==> src/rtl/rv_multicycle_sequencer.sv <==
// Multi-cycle FETCH/WAIT/DECODE/EXEC/WB sequencer for the reduced addi/bne datapath.
// Optional macro ILLEGAL_TRAP_EN: illegal opcodes trap instead of retiring as a NOP.
module rv_multicycle_sequencer #(
    parameter int DATA_WIDTH = 32,
    parameter int CNT_WIDTH  = 32
) (
    input  logic                  clk,
    input  logic                  rst,
    output logic                  imem_req,
    input  logic                  imem_ack,
    input  logic [DATA_WIDTH-1:0] instr,
    input  logic                  eq,
    input  logic                  halt_req,
    output logic [DATA_WIDTH-1:0] ir,
    output logic                  pc_en,
    output logic                  pc_src,
    output logic                  reg_write,
    output logic                  alu_src,
    output logic [2:0]            alu_ctrl,
    output logic                  imm_src,
    output logic [2:0]            state,
    output logic [CNT_WIDTH-1:0]  instret,
    output logic                  trap
);

    localparam logic [6:0] OP_ADDI   = 7'b0010011;
    localparam logic [6:0] OP_BRANCH = 7'b1100011;
    localparam logic [2:0] F3_BNE    = 3'b001;

    typedef enum logic [2:0] {
        S_FETCH  = 3'd0,
        S_WAIT   = 3'd1,
        S_DECODE = 3'd2,
        S_EXEC   = 3'd3,
        S_WB     = 3'd4,
        S_HALT   = 3'd5,
        S_TRAP   = 3'd6
    } state_t;

    state_t                state_q, state_d;
    logic [DATA_WIDTH-1:0] ir_q;
    logic [CNT_WIDTH-1:0]  instret_q;

    logic       is_addi, is_bne, ir_load;
    logic       req_c, pc_en_c, pc_src_c, rw_c;
    logic       alu_src_c, imm_src_c;
    logic [2:0] alu_ctrl_c;

    assign is_addi = (ir_q[6:0] == OP_ADDI);
    assign is_bne  = (ir_q[6:0] == OP_BRANCH) && (ir_q[14:12] == F3_BNE);

    always_comb begin
        state_d    = state_q;
        req_c      = 1'b0;
        ir_load    = 1'b0;
        pc_en_c    = 1'b0;
        pc_src_c   = 1'b0;
        rw_c       = 1'b0;
        alu_src_c  = 1'b0;
        alu_ctrl_c = 3'b000;
        imm_src_c  = 1'b0;
        unique case (state_q)
            S_FETCH: begin
                if (halt_req) begin
                    state_d = S_HALT;
                end else begin
                    req_c = 1'b1;
                    if (imem_ack) begin
                        ir_load = 1'b1;
                        state_d = S_DECODE;
                    end else begin
                        state_d = S_WAIT;
                    end
                end
            end
            S_WAIT: begin
                req_c = 1'b1;
                if (imem_ack) begin
                    ir_load = 1'b1;
                    state_d = S_DECODE;
                end
            end
            S_DECODE: begin
                if (is_addi || is_bne) begin
                    state_d = S_EXEC;
                end else begin
`ifdef ILLEGAL_TRAP_EN
                    state_d = S_TRAP;
`else
                    state_d = S_WB;
`endif
                end
            end
            S_EXEC: begin
                if (is_bne) begin
                    alu_ctrl_c = 3'b001;
                    imm_src_c  = 1'b1;
                    pc_en_c    = 1'b1;
                    pc_src_c   = ~eq;
                    state_d    = S_FETCH;
                end else begin
                    alu_src_c = 1'b1;
                    state_d   = S_WB;
                end
            end
            S_WB: begin
                // Illegal-as-NOP also retires here, but without steering or write
                pc_en_c = 1'b1;
                if (is_addi) begin
                    alu_src_c = 1'b1;
                    rw_c      = (ir_q[11:7] != 5'd0);
                end
                state_d = S_FETCH;
            end
            S_HALT: begin
                if (!halt_req) state_d = S_FETCH;
            end
            S_TRAP: begin
                state_d = S_TRAP;
            end
            default: begin
                state_d = S_FETCH;
            end
        endcase
    end

    always_ff @(posedge clk or negedge rst) begin
        if (!rst) begin
            state_q   <= S_FETCH;
            ir_q      <= '0;
            instret_q <= '0;
        end else begin
            state_q <= state_d;
            if (ir_load) ir_q <= instr;
            if (pc_en_c) instret_q <= instret_q + CNT_WIDTH'(1);
        end
    end

    // Combinational outputs are gated so reset silences them without a clock edge
    assign imem_req  = rst & req_c;
    assign pc_en     = rst & pc_en_c;
    assign pc_src    = rst & pc_src_c;
    assign reg_write = rst & rw_c;
    assign alu_src   = rst & alu_src_c;
    assign imm_src   = rst & imm_src_c;
    assign alu_ctrl  = rst ? alu_ctrl_c : 3'b000;
    assign state     = state_q;
    assign ir        = ir_q;
    assign instret   = instret_q;

`ifdef ILLEGAL_TRAP_EN
    assign trap = rst && (state_q == S_TRAP);
`else
    assign trap = 1'b0;
`endif

endmodule

==> config.mk <==
export PLATFORM = sky130hd
export DESIGN_NAME = rv_multicycle_sequencer
export DESIGN_NICKNAME = d
export VERILOG_FILES = /design/src/rtl/rv_multicycle_sequencer.sv
export SDC_FILE = /design/constraint.sdc
export NUM_CORES = 1
export LEC_CHECK = 0
export BUFFER_PORTS_ARGS = -buffer_cell sky130_fd_sc_hd__buf_2
export CAP_MARGIN = 0
export CORE_UTILIZATION = 53
export CTS_CLUSTER_DIAMETER = 60
export CTS_CLUSTER_SIZE = 30
export DETAILED_ROUTE_END_ITERATION = 16
export PLACE_DENSITY = 0.89
export SETUP_SLACK_MARGIN = 0.2
export SYNTH_ARGS = -nofsm -noshare
export SYNTH_HDL_FRONTEND = slang
export SYNTH_SLANG_ARGS = --single-unit
==> constraint.sdc <==
create_clock -name clk -period 4.9 [get_ports clk]
set_clock_uncertainty 0.15 [all_clocks]
set_input_delay 0.735 -clock clk [delete_from_list [all_inputs] [get_ports clk]]
set_output_delay 0.735 -clock clk [all_outputs]
set_load 0.02 [all_outputs]
==> results.ini <==
[status]
outcome=completed

[synth]
syn_inst=257
synth_ff_type=dfrtp_1
synth_cell_types=41
synth-simple-area-share=0.188
synth_seq_cells=67
yosys_warnings=0
mappedNetlistArea_um2=3110
synthMuxAreaShare=0.119
synth_compound_area_frac=0.0338
yosysSeqAreaShare=0.539
syn_avg_cell_area_um2=12.1
synth_edf_count=0
synth_top_family_by_area=simple AND/OR/NAND/NOR gates
async_reset_ff_frac=1.00
synth_fa_ha_area_frac=0.00402
synth_xor_xnor_area_share=0.0873

[clock_network]
cts.repair.resized=0
htree_levels=3
clk_latency_ns=0.34
clockRootBuffer=clkbuf_8
cts_buffers=9
numClockSinks=67
cts_max_path_buffers=2
cts-hold-fix-buffers=0
path_clk_slew_ns=0.07
postCtsSetupBuffers=0
tritoncts=built

[power_and_ir_drop]
power_frac_comb=0.394
ir_worst_vdd_v=0.000415
internal_power_uw=1290
leakagePower_uw=0.00196
p_clk_frac=0.193
p_sw_uw=816
pwr_density_cell_nw_per_um2=542
switching_share=0.388
p_seq_frac=0.413

[grt]
met3_usage=0.0709
grt_use_total=0.241
met2_usage=0.387
grt_pass1_wl_um=11400
grt_max_degree=39
grt.busiest_layer=met2
grt_pass1_vias=2545
use_met1=0.300
overflow=0
antenna_found_initial=0

[die]
start_util=0.558
fp.dieW_um=78.6
dieHeight_um=78.6
fp-row-count=27
dieArea_um2=6180
fp.coreArea_um2=5570
io_pins=114

[placed_design]
port_buffers=110
dpl_cell_area_um2=3710
hpwl_um=4930
gp_congestion=0.803

[sta]
max_freq_mhz=349
hold_viol=0
maxSlewViolCount=0
fin_tns_setup_ns=0
layout_min_cycle_time_ns=2.86
rsz0062_at_grt=no
setup_viol=0
finalCritPeriodShare=0.584
tightest_slew_ns=0.792
slew_headroom=0.472

[detailed_routing]
ant_nets=0
drtPass1Iterations=4
drcViolationCount=0
routedWlPerCell_um=15.1
vias_per_cell=5.39
drt_iter0_markers=104
routed_wl_um=6770
num_vias=2415

[setup_path]
end_kind=output port
required_ns=4.01
crit_chain=and3b_1 > and4_4 > or2_2 > and2_1 > buf_2
startpoint_type=flip-flop
critical_path_class=flip-flop to output port
critPathArrivalTime_ns=1.98
r2r_cells=5
cp_max_fo=9
slowest_delay_ns=0.49
cp_slowest_cell=dfrtp_1

[layout]
nets=409
fin_area_um2=3880
drive_gt1_frac=0.471
diodes=0
area_delta_synth_final_pct=24.7
fillCellCount=442

[flow_run]
max_cap_viol_count=0

[hold_path]
hold_path_depth=1
hp-class=flip-flop to flip-flop

[area by class of cell]
type	instances	area, um2	share of cell area
clock inverter	2	10.0	0.00258
clock buffer	14	163	0.0419
inverter	5	18.8	0.00484
sequential	67	1680	0.432
tap	72	90.1	0.0232
multi-input combinational	176	1360	0.350
timing repair buffer	112	566	0.146
[final timing paths]
path                             start     endpoint  slack (ns)
hold reg to reg            instret[31]  instret[31]        0.32
setup reg to reg              state[1]  instret[17]        2.80
min in group asynchronous          rst       ir[24]        0.33
setup / recovery              state[1]        pc_en        2.04
max in group asynchronous          rst       ir[21]        3.34
hold / removal             instret[31]  instret[31]        0.32
[kinds of logic after synthesis]
group	after synthesis
xor+xnor	31
flops	67
compound gates	13
mux	33
simple gates	95
buf+inv	16
fa+ha+maj	1
other cells	1
[stage by stage]
stage                     hold WS (ns)  total power (uW)  setup slack [ns]  instances  utilization
after floorplan                  0.289              1420              2.36        259            -
after global placement           0.302              1670              2.07        432        0.665
after detailed placement         0.313              1710              2.06        432        0.665
after CTS                        0.326              2120              2.02        448        0.696
after global routing             0.354              2230              1.80        448        0.696
final                            0.319              2100              2.04        448        0.696
[Yosys cell counts (4+ instances only)]
master   instances  area (um2)
nor4_2           5        62.6
nor2_1          16        60.1
nand3_1         10        50.1
xor2_1          22         193
nor3_1          12        60.1
inv_1            5        18.8
nand4_1          6        37.5
dfrtp_1         67        1680
nand2_1         17        63.8
mux2_2          33         372
xnor2_1          9        78.8
buf_4            4        30.0
nor4_1           5        31.3
[layout by cell type (no fill, tap or decap), types with 3 or more instances in the layout]
| cell type | n |
|---|---|
| nor3_1 | 12 |
| clkbuf_1 | 3 |
| mux2_2 | 33 |
| xor2_1 | 22 |
| buf_2 | 110 |
| nor4_2 | 5 |
| nor4_1 | 5 |
| xnor2_1 | 9 |
| nand3_1 | 10 |
| a31oi_1 | 3 |
| conb_1 | 3 |
| nand2_1 | 17 |
| nand4_1 | 6 |
| dfrtp_1 | 67 |
| clkbuf_8 | 11 |
| inv_1 | 5 |
| nor2_1 | 16 |
[state kept, by name, summed over array words and instances, names as in the netlist]
name     cells
state        3
ir          32
instret     32
[worst max-delay path: cells and delay by family (launching register included)]
family / cells / cell delay (ns)
buf+inv: 1 / 0.15
flops: 1 / 0.49
simple gates: 4 / 1.00
[power by group through the flow]
stage          sequential, uW  clock, uW  combinational (uW)
2_1_floorplan            1070          0                 352
3_3_place_gp              861          0                 810
3_5_place_dp              877          0                 834
4_1_cts                   868        414                 838
5_1_grt                   895        439                 893
6_report                  868        407                 829
[layer usage]
metal,routed length (um),up-vias,share of wire
met5,0,-,0
met4,146,0,0.022
met3,468,15,0.069
met2,3360,109,0.50
met1,2790,1161,0.41
li1,-,1130,-
No activity file was read; power rests on OpenSTA's default activity.
